$ cat src/rtl/constraint_pkg.sv
// Shared constraint-mode definitions for the constraint evaluation pipeline.
// Each channel carries a 2-bit mode that selects the predicate applied to its value.
package constraint_pkg;

    localparam int MODE_W = 2;

    typedef enum logic [MODE_W-1:0] {
        NONZERO = 2'b00,
        ZERO    = 2'b01,
        ODD     = 2'b10,
        ONES    = 2'b11
    } mode_e;

endpackage

$ cat src/rtl/constraint_lane.sv
// Single-channel constraint check: purely combinational predicate on one value.
// A separate lane per channel keeps the per-channel logic small and independent.
module constraint_lane
    import constraint_pkg::*;
#(
    parameter int VAR_W = 32
) (
    input  logic [VAR_W-1:0] value_i,
    input  mode_e            mode_i,
    output logic             pass_o
);

    always_comb begin
        pass_o = 1'b0;
        case (mode_i)
            NONZERO: pass_o = |value_i;
            ZERO:    pass_o = ~|value_i;
            ODD:     pass_o = ^value_i;
            ONES:    pass_o = &value_i;
            default: pass_o = 1'b0;
        endcase
    end

endmodule

$ cat src/rtl/constraint_eval_pipe.sv
// Two-stage constraint evaluator: S1 captures per-channel pass bits at acceptance,
// S2 reduces them to a verdict. The pipeline stalls as a whole on output backpressure.
module constraint_eval_pipe
    import constraint_pkg::*;
#(
    parameter int NUM_CH = 8,
    parameter int VAR_W  = 32,
    parameter int CNT_W  = 16,
    localparam int IDX_W = $clog2(NUM_CH)
) (
    input  logic                    clk,
    input  logic                    rst_n,
    input  logic                    cfg_we,
    input  logic [IDX_W-1:0]        cfg_ch,
    input  logic [MODE_W-1:0]       cfg_mode,
    input  logic                    clr_cnt,
    input  logic                    in_valid,
    output logic                    in_ready,
    input  logic [NUM_CH*VAR_W-1:0] in_data,
    output logic                    out_valid,
    input  logic                    out_ready,
    output logic                    out_sat,
    output logic [IDX_W-1:0]        out_fail_idx,
    output logic [CNT_W-1:0]        pass_cnt,
    output logic [CNT_W-1:0]        fail_cnt
);

    // Handshake: a beat moves on a rising edge where valid && ready are both high;
    // valid never depends on ready, and a presented verdict holds until consumed.

    mode_e             mode_q [NUM_CH];
    mode_e             mode_d [NUM_CH];
    logic              ready_en_q;
    logic              s1_valid_q, s1_valid_d;
    logic [NUM_CH-1:0] s1_pass_q, s1_pass_d;
    logic [NUM_CH-1:0] lane_pass;
    logic              out_valid_q, out_valid_d;
    logic              out_sat_q, out_sat_d;
    logic [IDX_W-1:0]  out_idx_q, out_idx_d;
    logic [IDX_W-1:0]  fail_idx;
    logic [CNT_W-1:0]  pass_cnt_q, pass_cnt_d;
    logic [CNT_W-1:0]  fail_cnt_q, fail_cnt_d;
    logic              advance;
    logic              accept;
    logic              consume;

    assign advance  = !out_valid_q || out_ready;
    assign in_ready = ready_en_q && advance;
    assign accept   = in_valid && in_ready;
    assign consume  = out_valid_q && out_ready;

    for (genvar k = 0; k < NUM_CH; k++) begin : g_lane
        constraint_lane #(
            .VAR_W (VAR_W)
        ) u_lane (
            .value_i (in_data[k*VAR_W +: VAR_W]),
            .mode_i  (mode_q[k]),
            .pass_o  (lane_pass[k])
        );
    end

    // Out-of-range channel numbers match no entry and are dropped.
    always_comb begin
        for (int k = 0; k < NUM_CH; k++) begin
            mode_d[k] = mode_q[k];
            if (cfg_we && (cfg_ch == IDX_W'(k))) begin
                mode_d[k] = mode_e'(cfg_mode);
            end
        end
    end

    always_comb begin
        fail_idx = '0;
        for (int k = NUM_CH - 1; k >= 0; k--) begin
            if (!s1_pass_q[k]) begin
                fail_idx = IDX_W'(k);
            end
        end
    end

    always_comb begin
        s1_valid_d  = s1_valid_q;
        s1_pass_d   = s1_pass_q;
        out_valid_d = out_valid_q;
        out_sat_d   = out_sat_q;
        out_idx_d   = out_idx_q;
        if (advance) begin
            s1_valid_d  = accept;
            s1_pass_d   = accept ? lane_pass : '0;
            out_valid_d = s1_valid_q;
            out_sat_d   = s1_valid_q && (&s1_pass_q);
            out_idx_d   = s1_valid_q ? fail_idx : '0;
        end
    end

    // Clear wins over a same-cycle consume; counters stick at all-ones.
    always_comb begin
        pass_cnt_d = pass_cnt_q;
        fail_cnt_d = fail_cnt_q;
        if (clr_cnt) begin
            pass_cnt_d = '0;
            fail_cnt_d = '0;
        end else if (consume) begin
            if (out_sat_q) begin
                if (pass_cnt_q != '1) pass_cnt_d = pass_cnt_q + CNT_W'(1);
            end else begin
                if (fail_cnt_q != '1) fail_cnt_d = fail_cnt_q + CNT_W'(1);
            end
        end
    end

    always_ff @(posedge clk or negedge rst_n) begin
        if (!rst_n) begin
            for (int k = 0; k < NUM_CH; k++) mode_q[k] <= NONZERO;
            ready_en_q  <= 1'b0;
            s1_valid_q  <= 1'b0;
            s1_pass_q   <= '0;
            out_valid_q <= 1'b0;
            out_sat_q   <= 1'b0;
            out_idx_q   <= '0;
            pass_cnt_q  <= '0;
            fail_cnt_q  <= '0;
        end else begin
            for (int k = 0; k < NUM_CH; k++) mode_q[k] <= mode_d[k];
            ready_en_q  <= 1'b1;
            s1_valid_q  <= s1_valid_d;
            s1_pass_q   <= s1_pass_d;
            out_valid_q <= out_valid_d;
            out_sat_q   <= out_sat_d;
            out_idx_q   <= out_idx_d;
            pass_cnt_q  <= pass_cnt_d;
            fail_cnt_q  <= fail_cnt_d;
        end
    end

    assign out_valid    = out_valid_q;
    assign out_sat      = out_sat_q;
    assign out_fail_idx = out_idx_q;
    assign pass_cnt     = pass_cnt_q;
    assign fail_cnt     = fail_cnt_q;

endmodule

$ cat config.mk
export PLATFORM = sky130hd
export DESIGN_NAME = constraint_eval_pipe
export DESIGN_NICKNAME = d
export VERILOG_FILES = /design/src/rtl/constraint_pkg.sv /design/src/rtl/constraint_lane.sv /design/src/rtl/constraint_eval_pipe.sv
export SDC_FILE = /design/constraint.sdc
export NUM_CORES = 1
export LEC_CHECK = 0
export ABC_CLOCK_PERIOD_IN_PS = 2000
export BUFFER_PORTS_ARGS = -buffer_cell sky130_fd_sc_hd__buf_2
export CAP_MARGIN = 5
export CORE_MARGIN = 1.5
export CORE_UTILIZATION = 45
export DETAILED_ROUTE_END_ITERATION = 8
export PLACE_DENSITY = 0.73
export SLEW_MARGIN = 20
export SYNTH_ARGS = -nofsm -noshare
export SYNTH_HDL_FRONTEND = slang
export SYNTH_SLANG_ARGS = --single-unit
$ cat constraint.sdc
create_clock -name clk -period 2 [get_ports clk]
set_input_delay 0.3 -clock clk [delete_from_list [all_inputs] [get_ports clk]]
set_output_delay 0.3 -clock clk [all_outputs]
set_load 0.1 [all_outputs]
# [Word level (Yosys, flattened, before mapping)]
# Index checks and enable logic that the tools add are counted.
[op_classes] reduce_logical=62 add_sub_neg=2 n_eq_ne=34 muxes=26
[ops] op="32-bit AND reduction" n=8
[ops] op="32-bit OR reduction" n=8
[ops] op="32-bit XOR reduction" n=8
[ops] op="16-bit two-way mux" n=8
[ops] op="16-bit by 1-bit adder with 16-bit output, second input constant" n=2
[ops] op="2-bit == test, second input constant" n=16
[ops] op="16-bit != test, second input constant" n=2
[ops] op="1-bit case mux with 4 select lines" n=8
[ops] op="3-bit two-way mux" n=9
[ops] op="2-bit by 1-bit == test with 1-bit output, second input constant" n=8
[ops] op="2-bit zero test" n=8
[ops] op="3-bit == test, second input constant" n=4
[ops] op="1-bit logical AND" n=12
[ops] op="1-bit zero test" n=9
[ops] op="8-bit two-way mux" n=1
[ops] op="8-bit AND reduction" n=1
[ops] op="2-bit nonzero test" n=4
[ops] op="3-bit by 2-bit == test with 1-bit output, second input constant" n=2
[ops] op="3-bit AND reduction" n=2
[ops] op="3-bit by 1-bit == test with 1-bit output, second input constant" n=1
[ops] op="3-bit zero test" n=1
[ops] op="2-bit != test, second input constant" n=1
[ops] op="1-bit logical OR" n=1
[totals] reg_bits=63 inputBits=267 out_inout_bits=38 wordCells=140

# [Depth between registers and ports, before layout]
# Gate-level depths: netlist (run 1).
[logic_depth] word_depth=9 ltp_mapped=7

# [By module]
# From an unflattened synthesis (run 1), not the netlist that was laid out.
[hier_totals] cells_unflattened=1025 hier_area_um2=9111.2
[modules_own_cells] mod="constraint_lane" n_inst=8 area_per_inst_um2=767.0 cells_each=94
[modules_own_cells] mod="constraint_eval_pipe" n_inst=1 area_per_inst_um2=2975.4 cells_each=273

# [Worst setup path after synthesis (run 1)]
# No wires, ideal clock.
[synth_path] kind="reg-to-reg" start="register out_valid_q, in the netlist out_valid" end="register s1_pass_q[4]" path_stages_with_launch=7 t_arrival_ps=3546 synth_period_minus_slack_ps=3622 slack_ps=-1622 setup_ps=76 path_buffers=1 path_cell_list="dfrtp_1 -> nor2b_1 -> clkbuf_1 -> nor2b_1 -> nand2_1 -> o311a_1 -> o21ai_1"
[synth_between] elab_chain_cells=5
[synth_rtl] item="start: declaration" line_no="constraint_eval_pipe.sv:37" source="logic out_valid_q, out_valid_d;"
[synth_rtl] item="start signal: assignment" line_no="constraint_eval_pipe.sv:128" source="out_valid_q <= out_valid_d;"
[synth_rtl] item="1-bit zero test" line_no="constraint_eval_pipe.sv:47" source="assign advance = !out_valid_q || out_ready;"
[synth_rtl] item="1-bit logical OR" line_no="constraint_eval_pipe.sv:47"
[synth_rtl] item="1-bit logical AND" line_no="constraint_eval_pipe.sv:48" source="assign in_ready = ready_en_q && advance;"
[synth_rtl] item="via in_ready" line_no="constraint_eval_pipe.sv:18" source="output logic in_ready,"
[synth_rtl] item="1-bit logical AND" line_no="constraint_eval_pipe.sv:49" source="assign accept = in_valid && in_ready;"
[synth_rtl] item="8-bit two-way mux" line_no="constraint_eval_pipe.sv:89" source="s1_pass_d = accept ? lane_pass : '0;"
[synth_rtl] item="end signal: assignment" line_no="constraint_eval_pipe.sv:127" source="s1_pass_q <= s1_pass_d;"
[synth_rtl] item="end: declaration" line_no="constraint_eval_pipe.sv:35" source="logic [NUM_CH-1:0] s1_pass_q, s1_pass_d;"
# The timed path passes the listed nets, and every way through them passes these cells.
# A chain may end at the register's enable or synchronous reset.

# [Worst setup path after layout (run 1)]
[layout_path] start="register out_valid_q, in the netlist out_valid" end="register s1_pass_q[4]"
[layout_between] elab_chain_cells=5
[layout_rtl] item="1-bit zero test *" line_no="constraint_eval_pipe.sv:47"
[layout_rtl] item="1-bit logical OR *" line_no="constraint_eval_pipe.sv:47"
[layout_rtl] item="1-bit logical AND" line_no="constraint_eval_pipe.sv:48"
[layout_rtl] item="1-bit logical AND" line_no="constraint_eval_pipe.sv:49"
[layout_rtl] item="8-bit two-way mux" line_no="constraint_eval_pipe.sv:89"
# Every way passes the cells marked *; elsewhere a longest branch is shown, timed or not.

==> metrics.csv, run 1 <==
metric,value,unit
max-slew violation count,0,
HP Class,in -> reg,
Max transition margin,51.2,%
Placed Area,11000,µm²
Synth Area per Inst,8.72,µm²
Die ar.,21000,µm²
Crit-path slowest cell,nor2_2,
via count,7844,
status,"complete, no violations",
worst r2r dst,s1_pass_q[4],
largest net degree at the start of global routing,64,
I/O pins,305,
Die Ht,145,µm
Iteration-0 DRC Markers,225,
worst-margin pin slew,0.731,ns
Yosys top cell area share,35.6,%
ys flop type,dfrtp_1,
post-synthesis sequential area ratio,17.4,%
asr flop ratio synth,100,%
Syn Nets,1566,
Num CTS Buffers,9,
R2R depth,5,
fin crit period,1.81,ns
M3 GR Usage,4.62,%
"Clk Latency, worst-skew pair",0.32,ns
CP required,2.25,ns
met1 usage,24.3,%
Detail Placement HPWL,19800,µm
DRC Markers,0,
Worst Hold Margin,0.313,ns
MaxCap Viol Count,0,
WS Path Type,reg -> reg,
remaining antenna violation count,0,
fillcell total,1785,
Hold Crit Start,in_valid,
synth cell count leaders,"inv_1 (261), ha_1 (258), xnor2_1 (122)",
Via density,4.84,
initial antenna violation count,2,
final instance area,11300,µm²
final hold violation count,0,
crit-path cells,nor2b_2 > nor2_2 > nand4_1 > o311a_1 > o21ai_1,
DR WL/cell,13.7,µm
Achievable Freq,552,MHz
Finish-stage setup viols,0,
Worst setup EP type,flop,
TritonCTS clock tree,built,
top-count cell post-synth,inv_1,
proportion of layout cells with a drive suffix above 1,28.5,%
Worst Hold End,s1_valid_q,
top post-synthesis cells by area,"ha_1 (36%), dfrtp_1 (17%), xnor2_1 (12%), inv_1 (11%), nand4_1 (4.7%)",
PwrDens,486,nW/µm²
first drt pass iteration count,4,
met2 usage,39.6,%
Layout Area Growth over Synthesis,24.9,%
Power Total,5.51,mW
Core ar.,19700,µm²
Synthesis Warnings,0,
Placer Congestion,0.911,
port buffer count,304,
"Reg clk slew, reported paths",0.05,ns
Non-Filler Instances,1621,
GRT Util Overall,21.2,%
RSZ-0062 raised after global routing,false,
final core occ,57.7,%
r2r startpoint,out_valid,
Post-Route WL,22200,µm
Synth Cell Area,9080,µm²
Synth cell types,55,
H-tree depth,3,
Synth area leader,ha_1,
number of synthesized flops with an enable pin,0,
maximum vdd drop,0.413,mV
hold depth,3,
Post-CTS Resized,0,
Synth Register Bits,63,
CP max stage delay,0.59,ns
die width,145,µm
initial core utilization,46.2,%
Cells after Synth,1041,
CP arrival,2.06,ns
LEAKAGE,6.41,nW
vias in the first global route,8152,
"delay-heaviest family, CP",simple AND/OR/NAND/NOR gates,
Placed Cells,1603,
"Buf+Inv Stages, Crit Path",0,
Final Net Count,1875,
CTS max path bufs,2,
Setup crit start kind,flop,
grt ovf,0,
flop-to-flop setup slack,0.19,ns
period utilization,90.6,%
Final Skew,0.00682,ns
clk sinks,63,
first-pass GRT wire length,36900,µm
most crowded layer after global routing,met2,
Clk Tree Root Cell,clkbuf_16,
largest fanout on the critical path,16,
Site Rows,51,
metrics by stage:
step                      setup slack (ns)  TNS [ns]
after floorplan                    -0.0837    -0.369
after global placement               0.237         0
after detailed placement             0.184         0
after CTS                            0.139         0
after global routing                0.0122         0
final                                0.189         0
flip-flops by register name, indices dropped and copies added (netlist names):
signal / flops
fail_cnt: 16
mode_q: 16
pass_cnt: 16
s1_pass_q: 8
out_fail_idx: 3
out_sat: 1
out_valid: 1
ready_en_q: 1
s1_valid_q: 1
cell type report:
| class | count | area (µm²) | share of cell area, % |
|---|---|---|---|
| multi-input combinational | 706 | 6490 | 57.2 |
| sequential | 63 | 1620 | 14.3 |
| timing repair buffer | 309 | 1590 | 14.0 |
| inverter | 261 | 980 | 8.64 |
| tap | 265 | 332 | 2.92 |
| clock buffer | 13 | 260 | 2.29 |
| clock inverter | 3 | 65.1 | 0.574 |
| antenna | 1 | 2.50 | 0.0221 |
metal layers:
| layer | up-vias | part of all wire [%] | wire length [µm] |
|---|---|---|---|
| met1 | 3593 | 41 | 9160 |
| met3 | 35 | 6.2 | 1370 |
| met2 | 249 | 51 | 11300 |
| li1 | 3967 | - | - |
| met4 | 0 | 1.6 | 361 |
| met5 | - | 0 | 0 |
cells by family after synthesis:
group	count (synthesis)	synth area share, %
AOI/OAI and AO/OA	50	4.02
xor gates and xnor gates	154	14.9
adders and majority gates	258	35.6
muxes	19	2.32
buffers and inverters	272	11.3
DFF	63	17.4
and+or+nand+nor	224	14.5
other	1	0.0413
tightest hold or removal path: stages:
cell,delay (ns)
buf_2,0.11
nand2_4,0.11
nand2_1,0.08
where the power goes:
part	internal (mW)	switching (mW)	total (mW)
clock network	1.16	0.521	1.68
logic	1.19	1.13	2.32
registers	1.39	0.122	1.52
total	3.74	1.77	5.51
cell usage in the layout, fill, tap and decap left out, types with 11 or more instances in the layout:
cell type / instances
ha_1: 258
dfrtp_2: 29
nand4_1: 68
xor2_1: 32
nor4_1: 11
dfrtp_1: 31
inv_1: 261
buf_2: 303
nand2_1: 34
nor2_1: 45
xnor2_1: 122
what timing repair did:
action | in CTS | in global routing
hold endpoints to repair | 9 | 0
hold buffers | 1 | 0
setup buffers | 0 | 0
how the worst max path moves through the flow:
stage	from	end	slack, ns	depth (start not counted)
floorplan	out_valid	s1_pass_q[4]	-0.08	6
global placement	out_valid	s1_pass_q[6]	0.24	5
detailed placement	out_valid	s1_pass_q[3]	0.18	5
CTS	out_valid	s1_pass_q[5]	0.14	5
global route	out_valid	s1_pass_q[5]	0.01	5
finish	out_valid	s1_pass_q[4]	0.19	5
No activity file was read; power rests on OpenSTA's default activity.
==> run 2: changes to the inputs <==
--- a/config.mk
+++ b/config.mk
@@ -6,12 +6,12 @@
 export NUM_CORES = 1
 export LEC_CHECK = 0
 export ABC_CLOCK_PERIOD_IN_PS = 2000
-export BUFFER_PORTS_ARGS = -buffer_cell sky130_fd_sc_hd__buf_2
 export CAP_MARGIN = 5
 export CORE_MARGIN = 1.5
 export CORE_UTILIZATION = 45
 export DETAILED_ROUTE_END_ITERATION = 8
-export PLACE_DENSITY = 0.73
+export DONT_BUFFER_PORTS = 1
+export PLACE_DENSITY = 0.61
 export SLEW_MARGIN = 20
 export SYNTH_ARGS = -nofsm -noshare
 export SYNTH_HDL_FRONTEND = slang
==> metrics.csv, run 2 (same netlist as run 1, synthesis figures left out) <==
metric,value,unit
status,"complete, no violations",
CP arrival,1.64,ns
Max transition margin,66.2,%
HP Class,in -> reg,
grt ovf,0,
first drt pass iteration count,6,
fin crit period,1.94,ns
"Top cell by count, worst path",buf_4,
Achievable Freq,514,MHz
sequential share of power,30.8,%
clk sinks,63,
initial core utilization,46.2,%
Iteration-0 DRC Markers,107,
Die ar.,21000,µm²
Via density,4.97,
Sw Ratio,32.2,%
Reg area,1620,µm²
Setup crit start kind,flop,
"Buf+Inv Stages, Crit Path",2,
DR WL/cell,14.9,µm
LEAKAGE,5.36,nW
Core ar.,19700,µm²
"commonest non-fill, non-tap cell in the layout",inv_1,
die width,145,µm
vias in the first global route,7269,
final core occ,51.3,%
first-pass GRT wire length,33700,µm
Die Ht,145,µm
port buffer count,0,
via count,6751,
Finish-stage setup viols,0,
max-slew violation count,0,
I/O pins,305,
largest fanout on the critical path,12,
initial antenna violation count,0,
CP max stage delay,0.51,ns
CP required,1.70,ns
worst-margin pin slew,0.503,ns
"Clk Latency, worst-skew pair",0.32,ns
switching power,1.59,mW
Comb power frac,39.3,%
Detail Placement HPWL,17900,µm
Worst setup EP type,output pin,
largest net degree at the start of global routing,64,
MaxCap Viol Count,0,
most frequent cells in the layout,"inv_1 (261), ha_1 (258), xnor2_1 (122), nand4_1 (68), nor2_1 (45)",
maximum vdd drop,0.275,mV
Layout Area Growth over Synthesis,11.1,%
Int Pwr,3.35,mW
Clk pwr share,29.9,%
WS Path Type,reg -> out,
Num CTS Buffers,9,
Post-Route WL,20200,µm
Final Skew,0.00664,ns
remaining antenna violation count,0,
multi-input logic area,6490,µm²
DRC Markers,0,
diode count,0,
Site Rows,51,
final hold violation count,0,
PwrDens,490,nW/µm²
period utilization,97.2,%
TritonCTS clock tree,built,
fillcell total,1904,
CTS max path bufs,2,
Clk Tree Root Cell,clkbuf_16,
proportion of layout cells with a drive suffix above 1,11.3,%
"Reg clk slew, reported paths",0.05,ns
Post-CTS Resized,0,
Placer Congestion,0.849,
Final Net Count,1612,
H-tree depth,3,
Power Total,4.94,mW
crit-path cells,nor2b_2 > buf_4 > nor2b_4 > buf_4,
Crit-path slowest cell,dfrtp_4,
"delay-heaviest family, CP",flip-flops,
RSZ-0062 raised after global routing,false,
GRT Util Overall,19.4,%
==> run 2: cell types whose count changed in the layout (fill, tap and decap cells not counted), sizes merged <==
| cell | previous run | this run |
|---|---|---|
| buf | 308 | 45 |
| bufinv | 2 | 0 |
| clkbuf | 13 | 14 |
| clkinv | 1 | 2 |
| diode | 1 | 0 |
==> run 2: routing by layer <==
metal	vias to the layer above	wire [µm]	track usage, %
li1	3438	-	-
met1	3085	8270	22.5
met2	199	9950	35.4
met3	29	1650	5.35
met4	0	314	4.07
met5	-	0	0
==> run 2: through the flow <==
step | TNS, ns | setup slack (ns) | area, µm² | instances | hold slack (ns)
finish | 0 | 0.0554 | 10100 | 1357 | 0.0356
global route | 0 | 0.00720 | 10100 | 1357 | 0.0179
CTS | 0 | 0.0347 | 10100 | 1357 | 0.0206
detailed placement | 0 | 0.277 | 9760 | 1339 | 0.00611
global placement | 0 | 0.302 | 9760 | 1339 | 0.00570
floorplan | -0.369 | -0.0837 | 9150 | 1041 | 0.00441
==> run 2: area by class of cell <==
cell class                      instances  share of cell area [%]
Clock inverter                          2                   0.137
Timing Repair Buffer                   46                    3.65
Inverter                              261                    9.72
Clock buffer                           14                    2.72
Multi-Input combinational cell        706                    64.4
Sequential cell                        63                    16.1
Tap cell                              265                    3.29
==> run 2: worst paths after layout <==
check                                 from               to  slack [ns]  depth (start not counted)
max in group asynchronous            rst_n        out_valid        1.18                          2
hold reg to reg            out_fail_idx[1]  out_fail_idx[1]        0.48                          2
hold / removal                     clr_cnt      fail_cnt[8]        0.04                          1
min in group asynchronous            rst_n      pass_cnt[5]        0.54                          2
setup reg to reg               fail_cnt[6]      fail_cnt[5]        0.26                          6
setup / recovery                 out_valid         in_ready        0.06                          4
==> run 2: power by group through the flow <==
| stage | logic [mW] | registers (mW) | clock network, mW |
|---|---|---|---|
| 3_3_place_gp | 1.91 | 1.55 | 0 |
| 3_5_place_dp | 1.94 | 1.55 | 0 |
| 2_1_floorplan | 1.59 | 1.55 | 0 |
| 4_1_cts | 1.99 | 1.53 | 1.52 |
| 5_1_grt | 2.19 | 1.55 | 1.58 |
| 6_report | 1.94 | 1.52 | 1.48 |
==> run 2: timing repair <==
action	CTS	global route
hold endpoints to repair	63	0
hold buffers	2	0
buffers inserted	0	0
==> run 2: worst reg2reg max path, cell delays in order (launching register included) <==
cell and delay [ns]:
dfrtp_2 0.41, nand4_1 0.21, nor4_4 0.53, buf_4 0.22
a21oi_1 0.08, xnor2_1 0.14, nor2_1 0.06
==> run 3: changes to the inputs <==
--- a/config.mk
+++ b/config.mk
@@ -6,12 +6,12 @@
 export NUM_CORES = 1
 export LEC_CHECK = 0
 export ABC_CLOCK_PERIOD_IN_PS = 2000
+export BUFFER_PORTS_ARGS = -buffer_cell sky130_fd_sc_hd__buf_2
 export CAP_MARGIN = 5
 export CORE_MARGIN = 1.5
 export CORE_UTILIZATION = 45
 export DETAILED_ROUTE_END_ITERATION = 8
-export DONT_BUFFER_PORTS = 1
-export PLACE_DENSITY = 0.61
+export PLACE_DENSITY = 0.74
 export SLEW_MARGIN = 20
 export SYNTH_ARGS = -nofsm -noshare
 export SYNTH_HDL_FRONTEND = slang
==> metrics.csv, run 3 (same netlist as run 1, synthesis figures left out) <==
metric,value,unit
"Clk Latency, worst-skew pair",0.33,ns
met2 usage,39.6,%
Die ar.,21000,µm²
Power Total,5.54,mW
Die Ht,145,µm
GRT Util Overall,21.5,%
Placed Area,11000,µm²
MaxCap Viol Count,0,
PwrDens,488,nW/µm²
diode count,0,
Achievable Freq,535,MHz
TritonCTS clock tree,built,
first-pass GRT wire length,37100,µm
CP arrival,2.12,ns
switching power,1.83,mW
remaining antenna violation count,0,
via count,7839,
Finish-stage setup viols,0,
Via density,4.83,
LEAKAGE,6.42,nW
CTS max path bufs,2,
Placed Cells,1605,
Worst setup EP type,flop,
Int Pwr,3.70,mW
setup TNS,0,ns
Post-CTS Setup Bufs,0,
most frequent cells in the layout,"buf_2 (303), inv_1 (261), ha_1 (258), xnor2_1 (122), nand4_1 (68)",
most crowded layer after global routing,met2,
initial antenna violation count,0,
M3 GR Usage,4.09,%
Sw Ratio,33.1,%
Setup crit start kind,flop,
vias in the first global route,8089,
largest net degree at the start of global routing,64,
Post-CTS Resized,0,
WS Path Type,reg -> reg,
Layout Area Growth over Synthesis,25.1,%
max-slew violation count,0,
final hold violation count,0,
"commonest non-fill, non-tap cell in the layout",buf_2,
setup ws final,0.132,ns
largest fanout on the critical path,16,
CP required,2.25,ns
DR WL/cell,13.9,µm
Core ar.,19700,µm²
HP Class,in -> reg,
Clk Tree Root Cell,clkbuf_16,
initial core utilization,46.2,%
fillcell total,1813,
I/O pins,305,
port buffer count,304,
pre-CTS WS,0.145,ns
first drt pass iteration count,5,
Final Net Count,1877,
Comb power frac,42.2,%
Final Skew,0.00570,ns
DRC Markers,0,
worst-margin pin slew,0.834,ns
"Reg clk slew, reported paths",0.05,ns
CP max stage delay,0.66,ns
fin crit period,1.87,ns
H-tree depth,3,
met1 usage,25.5,%
Post-Route WL,22500,µm
status,"complete, no violations",
maximum vdd drop,0.324,mV
final instance area,11400,µm²
Num CTS Buffers,9,
Placer Congestion,0.937,
crit-path cells,nor2b_2 > nor2_2 > nand4_1 > o311a_1 > o21ai_1,
Iteration-0 DRC Markers,164,
proportion of layout cells with a drive suffix above 1,28.7,%
sequential share of power,27.4,%
Detail Placement HPWL,19900,µm
clk sinks,63,
period utilization,93.4,%
RSZ-0062 raised after global routing,false,
die width,145,µm
grt ovf,0,
Max transition margin,44.4,%
Site Rows,51,
Non-Filler Instances,1622,
Clk pwr share,30.4,%
Crit-path slowest cell,nor2_2,
==> run 3: cell count changes in the layout (fill, tap and decap cells not counted) <==
| cell | change |
|---|---|
| clkbuf_8 | -2 |
| clkbuf_1 | -2 |
| bufinv_16 | +2 |
| buf_4 | -39 |
| buf_2 | +303 |
| buf_16 | -1 |
| buf_12 | +2 |
| clkinv_2 | +2 |
==> run 3: cell type report <==
class / instances / area [µm²] / share of cell area [%]
Clock buffer: 10 / 239 / 2.10
Clock inverter: 6 / 83.8 / 0.738
Inverter: 261 / 980 / 8.63
Multi-Input combinational cell: 706 / 6490 / 57.2
Sequential cell: 63 / 1620 / 14.3
Tap cell: 265 / 332 / 2.92
Timing Repair Buffer: 311 / 1600 / 14.1
==> run 3: final timing paths <==
check                                   to  cells past startpoint             from  slack (ns)
setup / recovery              s1_pass_q[4]                      5        out_valid        0.13
hold / removal                  s1_valid_q                      3         in_valid        0.34
setup reg to reg              s1_pass_q[4]                      5        out_valid        0.13
hold reg to reg            out_fail_idx[1]                      2  out_fail_idx[1]        0.47
max in group asynchronous        out_valid                      3            rst_n        1.17
min in group asynchronous      fail_cnt[8]                      3            rst_n        0.52
==> run 3: what timing repair did <==
action,4_1_cts,5_1_grt
hold buffers,1,0
setup endpoints to repair,0,0
endpoints found under the hold margin,6,0
==> run 3: power by group through the flow <==
stage / combinational, mW / clock (mW) / sequential, mW
finish: 2.34 / 1.68 / 1.52
global placement: 2.30 / 0 / 1.54
floorplan: 1.59 / 0 / 1.55
CTS: 2.37 / 1.74 / 1.52
global route: 2.61 / 1.79 / 1.54
detailed placement: 2.35 / 0 / 1.54
==> run 3: worst max-delay path, delay by kind of cell, from the launching register on <==
family,cells,cell delay (ns)
AO/OA/AOI/OAI,2,0.25
flip-flops,1,0.50
AND/OR/NAND/NOR,3,1.03
==> run 3: per-layer routing <==
metal	up-vias	part of all wire, %
li1	3968	-
met2	232	50
met1	3606	42
met3	33	5.4
met5	-	0
met4	0	1.7
==> run 3: stage by stage <==
| step | hold WS, ns | util [%] |
|---|---|---|
| 6_report | 0.340 | 57.8 |
| 5_1_grt | 0.370 | 57.8 |
| 4_1_cts | 0.334 | 57.8 |
| 3_5_place_dp | 0.349 | 56.1 |
| 3_3_place_gp | 0.343 | 56.1 |
| 2_1_floorplan | 0.00441 | - |
